[config.mk]
export PLATFORM = sky130hd
export DESIGN_NAME = fiqsha_apb_adapter
export DESIGN_NICKNAME = d
export VERILOG_FILES = /design/src/rtl/fiqsha_apb_adapter.sv
export SDC_FILE = /design/constraint.sdc
export NUM_CORES = 1
export LEC_CHECK = 0
export CAP_MARGIN = 20
export CORE_ASPECT_RATIO = 1.5
export CORE_UTILIZATION = 60
export CTS_BUF_LIST = sky130_fd_sc_hd__clkbuf_2
export DETAILED_ROUTE_END_ITERATION = 6
export DONT_BUFFER_PORTS = 1
export GPL_TIMING_DRIVEN = 0
export PLACE_DENSITY = 0.81
export SETUP_SLACK_MARGIN = 0.05
export SLEW_MARGIN = 20
export SYNTH_ARGS = -nofsm -noshare
export SYNTH_HDL_FRONTEND = slang
export SYNTH_SLANG_ARGS = --single-unit
[constraint.sdc]
create_clock -name clk_i -period 7.3 [get_ports clk_i]
set_input_delay 1.46 -clock clk_i [delete_from_list [all_inputs] [get_ports clk_i]]
set_output_delay 1.46 -clock clk_i [all_outputs]
set_load 0.03 [all_outputs]
[src/rtl/fiqsha_apb_adapter.sv]
// APB slave front end for the FIQSHA hash core: posted-write FIFO toward the native
// register bus, reads held until the FIFO drains, plus overflow and burst hints.
module fiqsha_apb_adapter #(
    parameter int FIQSHA_BUS_DATA_WIDTH = 32,
    parameter int FIFO_DEPTH            = 4,
    parameter int MAX_WAIT              = 16
) (
    input  logic                             clk_i,
    input  logic                             rst_i,
    input  logic                             psel_i,
    input  logic                             penable_i,
    input  logic                             pwrite_i,
    input  logic [11:0]                      paddr_i,
    input  logic [FIQSHA_BUS_DATA_WIDTH-1:0] pwdata_i,
    output logic [FIQSHA_BUS_DATA_WIDTH-1:0] prdata_o,
    output logic                             pready_o,
    output logic                             pslverr_o,
    output logic                             wr_o,
    input  logic                             wr_ack_i,
    output logic [11:0]                      waddr_o,
    output logic [FIQSHA_BUS_DATA_WIDTH-1:0] wdata_o,
    output logic                             rd_o,
    output logic [11:0]                      raddr_o,
    input  logic [FIQSHA_BUS_DATA_WIDTH-1:0] rdata_i,
    input  logic                             read_valid_i,
    output logic                             rd_ack_o,
    output logic [1:0]                       burst_type_o,
    output logic                             overflow_o
);

    localparam int PW = (FIFO_DEPTH > 1) ? $clog2(FIFO_DEPTH) : 1;
    localparam int CW = $clog2(FIFO_DEPTH + 1);
    localparam int WW = (MAX_WAIT > 1) ? $clog2(MAX_WAIT) : 1;
    localparam logic [CW-1:0] C_DEPTH     = CW'(FIFO_DEPTH);
    localparam logic [CW-1:0] C_ONE       = CW'(1);
    localparam logic [WW-1:0] C_WAIT_LAST = WW'(MAX_WAIT - 1);
    localparam logic [11:0]   C_STRIDE    = 12'(FIQSHA_BUS_DATA_WIDTH / 8);

    logic [11:0]                      r_mem_addr [FIFO_DEPTH];
    logic [FIQSHA_BUS_DATA_WIDTH-1:0] r_mem_data [FIFO_DEPTH];
    logic [PW-1:0]                    r_wptr;
    logic [PW-1:0]                    r_rptr;
    logic [CW-1:0]                    r_count;
    logic [WW-1:0]                    r_wait;
    logic [11:0]                      r_last_addr;
    logic                             r_last_valid;

    logic                             w_empty;
    logic                             w_full;
    logic                             w_wr_acc;
    logic                             w_rd_acc;
    logic                             w_timeout;
    logic                             w_push;
    logic                             w_pop;
    logic                             w_rd_go;
    logic [11:0]                      w_head_addr;
    logic [FIQSHA_BUS_DATA_WIDTH-1:0] w_head_data;

    // Access decode and all bus-facing outputs; every term is gated by reset.
    always_comb begin
        w_empty     = (r_count == '0);
        w_full      = (r_count == C_DEPTH);
        w_wr_acc    = psel_i & penable_i & pwrite_i & ~rst_i;
        w_rd_acc    = psel_i & penable_i & ~pwrite_i & ~rst_i;
        w_timeout   = w_wr_acc & w_full & (r_wait == C_WAIT_LAST);
        w_push      = w_wr_acc & ~w_full;
        w_pop       = ~w_empty & wr_ack_i & ~rst_i;
        w_rd_go     = w_rd_acc & w_empty;
        w_head_addr = r_mem_addr[r_rptr];
        w_head_data = r_mem_data[r_rptr];

        pready_o     = w_push | w_timeout | w_rd_go;
        pslverr_o    = w_timeout | (w_rd_go & ~read_valid_i);
        overflow_o   = w_timeout;
        rd_o         = w_rd_go;
        rd_ack_o     = w_rd_go;
        raddr_o      = rst_i ? 12'h000 : paddr_i;
        prdata_o     = (w_rd_go & read_valid_i) ? rdata_i : '0;
        wr_o         = ~w_empty & ~rst_i;
        waddr_o      = 12'h000;
        wdata_o      = '0;
        burst_type_o = 2'b00;

        if (wr_o) begin
            waddr_o = w_head_addr;
            wdata_o = w_head_data;
            // Burst hint compares the head against the address most recently handed off.
            if (r_last_valid && (w_head_addr == r_last_addr)) begin
                burst_type_o = 2'b10;
            end else if (r_last_valid && (w_head_addr == r_last_addr + C_STRIDE)) begin
                burst_type_o = 2'b01;
            end else begin
                burst_type_o = 2'b00;
            end
        end else begin
            burst_type_o = 2'b00;
        end
    end

    // FIFO storage; contents need no reset because count gates their visibility.
    always_ff @(posedge clk_i) begin
        if (w_push) begin
            r_mem_addr[r_wptr] <= paddr_i;
            r_mem_data[r_wptr] <= pwdata_i;
        end
    end

    // Pointers, occupancy, stall counter and last-popped address tracking.
    always_ff @(posedge clk_i or posedge rst_i) begin
        if (rst_i) begin
            r_wptr       <= '0;
            r_rptr       <= '0;
            r_count      <= '0;
            r_wait       <= '0;
            r_last_addr  <= 12'h000;
            r_last_valid <= 1'b0;
        end else begin
            if (w_push) begin
                r_wptr <= r_wptr + PW'(1);
            end
            if (w_pop) begin
                r_rptr <= r_rptr + PW'(1);
            end
            case ({w_push, w_pop})
                2'b10:   r_count <= r_count + C_ONE;
                2'b01:   r_count <= r_count - C_ONE;
                default: r_count <= r_count;
            endcase
            // Stall counter only advances while a write waits on a full FIFO.
            r_wait <= (w_wr_acc & w_full & ~w_timeout) ? r_wait + WW'(1) : '0;
            if (w_pop) begin
                r_last_addr  <= w_head_addr;
                r_last_valid <= ~((r_count == C_ONE) & ~w_push);
            end else if (w_empty && !w_push) begin
                r_last_valid <= 1'b0;
            end
        end
    end

endmodule
=== Yosys cells after proc, flatten, opt, wreduce, memory -nomap -nowiden ===
Memories as Yosys holds them, arrays and structs flattened.
Index checks and enable logic that the tools add are counted.

* Reduce and logical (&&, ||, !) cells: 7
* Add/sub/neg operators: 6
* Multiplexer cells: 13
* Bitwise logic cells: 27
* Equal/unequal tests: 7

{| class="wikitable"
|+ Operators by type and width
! cell !! number
|-
| two-way mux 32 bit || 2
|-
| equality test 12 bit || 2
|-
| two-way mux 12 bit || 2
|-
| bitwise AND 1 bit || 16
|-
| adder 12 x 3 -> 12 bit (second input constant) || 1
|-
| inverter 1 bit || 8
|-
| case mux 3 bit (2 select lines) || 1
|-
| two-way mux 1 bit || 5
|-
| adder 2 x 1 -> 2 bit (second input constant) || 2
|-
| adder 4 x 1 -> 4 bit (second input constant) || 1
|-
| equality test 4 bit (second input constant) || 1
|-
| two-way mux 2 bit || 2
|-
| two-way mux 4 bit || 1
|-
| nonzero test 2 bit || 2
|-
| adder 3 x 1 -> 3 bit (second input constant) || 1
|-
| equality test 3 x 1 -> 1 bit (second input constant) || 1
|-
| equality test 3 bit (second input constant) || 1
|-
| logical AND 1 bit || 3
|-
| zero test 3 bit || 1
|-
| bitwise OR 1 bit || 3
|-
| subtractor 3 x 1 -> 3 bit (second input constant) || 1
|-
| equality test 2 x 1 -> 1 bit (second input constant) || 1
|-
| equality test 2 bit (second input constant) || 1
|-
| zero test 1 bit || 1
|}

* Input port bits: 83
* Output and inout bits: 96
* Memories: 2
* Bits in writable memories: 176
* Word-level logic and storage cells: 68
* Flip-flop bits (word level): 24

{| class="wikitable"
|+ Memories
! memory !! words !! bits a word !! read ports !! clocked after memory_dff !! wr ports !! line !! text
|-
| r_mem_data || 4 || 32 || 1 || 0 || 1 || 40 || <nowiki>logic [FIQSHA_BUS_DATA_WIDTH-1:0] r_mem_data [FIFO_DEPTH];</nowiki>
|-
| r_mem_addr || 4 || 12 || 1 || 0 || 1 || 39 || <nowiki>logic [11:0] r_mem_addr [FIFO_DEPTH];</nowiki>
|}

=== Logic depth before layout (Yosys ltp) ===
Gate-level depths: netlist of run 1.

* Depth after elaboration: 8
* Mapped depth: 12
* Mapped depth without buffers: 10

=== Least setup slack after synthesis of run 1 ===
Ideal clock, no wire load.

* Path kind: in2out
* Start point: input port rst_i
* End point: output port prdata_o[22]
* Stages on the path: 5
* Data arrival time: 2986 ps
* Data required time: 5840 ps
* Buffers on the path: 1
* Setup slack: 2854 ps
* Cell sequence: inv_1 -> nand3_1 -> nor3_1 -> clkbuf_1 -> and3_1

* Word-level cells in the longest chain between the ends: 5

{| class="wikitable"
|+ Ends and longest elaborated chain
! item !! line !! text
|-
| start, declared || 9 || <nowiki>input logic rst_i,</nowiki>
|-
| inverter 1 bit || 64 || <nowiki>w_rd_acc = psel_i & penable_i & ~pwrite_i & ~rst_i;</nowiki>
|-
| bitwise AND 1 bit || 64 ||
|-
| bitwise AND 1 bit || 68 || <nowiki>w_rd_go = w_rd_acc & w_empty;</nowiki>
|-
| named net rd_ack_o || 26 || <nowiki>output logic rd_ack_o,</nowiki>
|-
| bitwise AND 1 bit || 78 || <nowiki>prdata_o = (w_rd_go & read_valid_i) ? rdata_i : '0;</nowiki>
|-
| two-way mux 32 bit || 78 ||
|-
| end, declared || 15 || <nowiki>output logic [FIQSHA_BUS_DATA_WIDTH-1:0] prdata_o,</nowiki>
|}

The timed path passes the listed nets, and every way through them passes these cells.

=== Worst setup path in the final report of run 1 ===
* Start point: register r_count[0]
* End point: output port burst_type_o[1]

* Word-level cells in the longest chain between the ends: 4

{| class="wikitable"
|+ Ends and longest elaborated chain
! item !! line !! text
|-
| start, declared || 43 || <nowiki>logic [CW-1:0] r_count;</nowiki>
|-
| start signal, assigned || 125 || <nowiki>2'b10: r_count <= r_count + C_ONE;</nowiki>
|-
| start signal, assigned || 126 || <nowiki>2'b01: r_count <= r_count - C_ONE;</nowiki>
|-
| start signal, assigned || 127 || <nowiki>default: r_count <= r_count;</nowiki>
|-
| zero test 3 bit || 61 || <nowiki>w_empty = (r_count == '0);</nowiki>
|-
| inverter 1 bit || 79 || <nowiki>wr_o = ~w_empty & ~rst_i;</nowiki>
|-
| bitwise AND 1 bit || 79 ||
|-
| named net wr_o || 18 || <nowiki>output logic wr_o,</nowiki>
|-
| two-way mux 2 bit || 84 || <nowiki>if (wr_o) begin</nowiki>
|-
| end, declared || 27 || <nowiki>output logic [1:0] burst_type_o,</nowiki>
|}

The timed path passes the listed nets, and every way through them passes these cells.

==> results.py, run 1 <==
metrics = {
    "floorplan": {
        "rows": 52,
        "start_util": 0.622,
        "die_y_um": 148,
        "die_width_um": 99.2,
        "ios": 179,
        "dieArea_sq_um": 14700,
        "core-area_sq_um": 13700,
    },
    "synthesis": {
        "synth_nets": 584,
        "synth_warnings": 0,
        "synthAdderAreaFrac": 0.0162,
        "synth_compound_area_frac": 0.0165,
        "ys_seq_area_frac": 0.692,
        "synth-xor-area-share": 0.0206,
        "async_flop_share": 0.120,
        "ys_types": 46,
        "ys_ff_latch": 200,
        "synth_top_family_by_area": "multiplexers",
        "yosys.area_share.simple": 0.0993,
        "syn_area_per_cell_sq_um": 17.4,
        "syn_area_sq_um": 8500,
        "synth_ff_type": "edfxtp_1",
        "synth_edf_count": 176,
        "synthMuxAreaShare": 0.136,
        "syn_inst": 490,
    },
    "clock_network": {
        "cts_made_buffers": 17,
        "cts.sinks": 200,
        "cts_hold_buffers": 0,
        "cts_htree_levels": 4,
        "path_clk_slew_ns": 0.29,
        "cts_buffer_depth": 2,
        "cts_tree": "done",
        "cts_resized": 0,
        "clkLatencyLatePin_ns": 0.74,
        "cts-root-buf": "clkbuf_2",
        "post-cts-setup-buffers": 0,
    },
    "critical_path": {
        "setup.worst_path.end_class": "output pin",
        "cp_slowest_cell": "nor4_2",
        "r2r-end": "r_count[2]$_DFFE_PP0P_",
        "r2r_start": "r_count[0]$_DFFE_PP0P_",
        "start_kind": "register",
        "crit_path_max_incr_delay_ns": 0.77,
        "critPathRequiredTime_ns": 5.84,
        "worstPathMaxFanout": 9,
        "path_class": "reg -> out",
        "ff2ff_setup_slack_ns": 4.14,
        "cp_cell_sequence": "inv_1, ha_1, nand2b_1, clkbuf_1, and2_1, nand4_1, nor4_2",
        "cp.arrival_ns": 3.56,
        "r2r_cells": 12,
    },
    "place": {
        "dpl-instance-area_sq_um": 8750,
        "dp_hpwl_um": 11100,
        "place_congestion": 0.844,
        "io_buffers": 0,
    },
    "power_and_ir_drop": {
        "p_leak_nw": 3.21,
        "power_mw": 3.03,
        "sw_frac_of_total": 0.369,
        "p_per_area_nw_per_um2": 336,
        "max-vdd-ir-drop_v": 0.000186,
        "p_int_mw": 1.91,
        "switchingPower_mw": 1.12,
        "seq_power_share": 0.463,
        "pwr-share-clk": 0.174,
        "comb_power_share": 0.363,
    },
    "global_route": {
        "grt_overflow": 0,
        "grt_start_max_net_pins": 45,
        "grt_pass1_wl_um": 25300,
        "antenna_found_initial": 3,
        "grt_pass1_vias": 4750,
        "track_usage": 0.237,
    },
    "timing": {
        "slew_violations": 0,
        "finClkSkew_ns": 0.0314,
        "slew_headroom": 0.340,
        "setup_tns_ns": 0,
        "fin_crit_ns": 5.02,
        "period_share": 0.688,
        "final-hold-violation-count": 0,
        "rsz0062_at_grt": "no",
        "fmax_ghz": 0.199,
        "finalSetupViolCount": 0,
        "worst_pin_slew_ns": 0.979,
    },
    "worst_hold_path": {
        "min_from": "r_wait[0]$_DFF_PP0_",
        "min_to": "r_wait[0]$_DFF_PP0_",
        "holdPathStages": 1,
        "hp-class": "reg -> reg",
    },
    "job": {
        "drv_cap": 0,
    },
    "detailed_routing": {
        "drtPass1Iterations": 4,
        "drt_wl_total_um": 16700,
        "vias": 4537,
        "drc": 0,
        "drt-initial-drc-count": 259,
        "antenna_left": 0,
        "wl_per_cell_um": 24.2,
        "vias_per_cell": 6.59,
    },
    "cells_and_area": {
        "drive_gt1_frac": 0.189,
        "layout_commonest_cell": "edfxtp_1",
        "multi_input_area_sq_um": 2470,
        "synthToLayoutAreaGrowth_pct": 6.00,
        "fin_nets": 604,
        "postLayoutCoreUtil": 0.660,
        "n_fill_cell": 901,
        "mostFrequentLayoutCells": "edfxtp_1, and3_1, mux4_2, dfrtp_1, clkbuf_2",
        "regArea_sq_um": 5890,
        "fin_area_sq_um": 9010,
    },
    "outcome": {
        "outcome": "finished, final reports clean",
    },
}
-- cells in the mapped netlist (2+ instances only) --
cell type  number  share of area
a21oi_1         5         0.0029
a31oi_1         2         0.0015
and2_1          2         0.0015
and3_1         79          0.058
buf_2           7         0.0041
clkbuf_1       18         0.0079
dfrtp_1        24          0.071
edfxtp_1      176           0.62
ha_1           11          0.016
inv_1          10         0.0044
mux2_2         12          0.016
mux2i_1         3         0.0035
mux4_1          5          0.015
mux4_2         38           0.10
nand2_1        10         0.0044
nand2b_1        2         0.0015
nand3_1         5         0.0029
nand4_1         3         0.0022
nor2_1          6         0.0026
nor2b_1        13         0.0096
nor3_1          4         0.0024
nor3b_1         4         0.0035
o21ai_0         9         0.0053
or3_1           2         0.0015
xnor2_1        13          0.013
xor2_1          7         0.0072
-- metal layers --
metal	wire length (um)	GRT usage	vias up
li1	-	-	1977
met2	9000	0.426	230
met4	459	0.116	0
met5	0	0	-
met3	1360	0.0681	38
met1	5850	0.255	2292
-- stage by stage --
stage	setup slack (ns)	hold WS [ns]	std cells
after floorplan	2.85	0.459	490
after global placement	2.28	0.469	652
after detailed placement	2.35	0.487	653
after CTS	2.26	0.519	685
after global routing	2.02	0.526	688
final	2.28	0.526	688
-- area by class of cell --
type,count,share of cell area
clock inverter,14,0.0179
tap,162,0.0225
timing repair buffer,1,0.00305
inverter,11,0.00458
buffer,28,0.0140
multi-input combinational,251,0.274
clock buffer,18,0.0100
sequential,200,0.653
antenna,3,0.000833
-- cell families (layout without fill, tap and decap cells) --
| family | count (synthesis) | in the layout |
|---|---|---|
| and+or+nand+nor | 139 | 139 |
| AOI/OAI and AO/OA | 23 | 23 |
| DFF | 200 | 200 |
| xor gates and xnor gates | 20 | 20 |
| other | 0 | 3 |
| buffers and inverters | 39 | 72 |
| muxes | 58 | 58 |
| adders and majority gates | 11 | 11 |
-- power groups by stage --
stage | Combinational, mW | Sequential (mW) | Clock, mW
after detailed placement | 1.11 | 1.43 | 0
after CTS | 1.11 | 1.40 | 0.540
after global routing | 1.19 | 1.41 | 0.574
final | 1.10 | 1.40 | 0.527
after global placement | 1.08 | 1.42 | 0
after floorplan | 0.917 | 1.41 | 0
-- worst max-delay path by stage --
stage / endpoint / slack [ns] / from / cells past startpoint
after detailed placement: pready_o / 2.35 / rst_i / 6
after global routing: prdata_o[29] / 2.02 / r_count[0]$_DFFE_PP0P_ / 7
after global placement: wdata_o[24] / 2.28 / rst_i / 3
final: burst_type_o[1] / 2.28 / r_count[0]$_DFFE_PP0P_ / 7
after floorplan: prdata_o[22] / 2.85 / rst_i / 5
after CTS: burst_type_o[1] / 2.26 / r_count[0]$_DFFE_PP0P_ / 7
-- critical path: cells and delay by family (launching register included) --
family / cells / cell delay (ns)
buffers and inverters: 2 / 0.48
adders and majority gates: 1 / 0.25
and+or+nand+nor: 4 / 1.60
DFF: 1 / 0.48
-- sequential cells by signal, indices dropped and copies added (netlist names) --
signal / flops
r_wptr: 2
r_last_valid: 1
r_rptr: 2
r_count: 3
r_mem_data: 128
r_mem_addr: 48
r_wait: 4
r_last_addr: 12
Power figures use the tool's default switching activity.
==> run 2: changes to the inputs <==
==> constraint.sdc (replaced) <==
create_clock -name clk_i -period 5 [get_ports clk_i]
set_input_delay 1 -clock clk_i [delete_from_list [all_inputs] [get_ports clk_i]]
set_output_delay 1 -clock clk_i [all_outputs]
set_load 0.03 [all_outputs]
==> results of run 2 <==
Same layout as run 1 (identical final DEF). Status: finished, final reports clean.
Among the figures that moved: setup slack after placement 2.35 ns -> 0.966 ns; setup slack after layout 2.28 ns -> 0.439 ns; hold slack 0.526 ns -> 0.318 ns; register-to-register setup slack 4.14 ns -> 1.84 ns; end point of the worst hold path r_wait[0]$_DFF_PP0_ -> r_mem_addr[1][4]$_DFFE_PP_; total power 3.03 mW -> 4.42 mW; worst IR drop on VDD 0.000186 V -> 0.000271 V
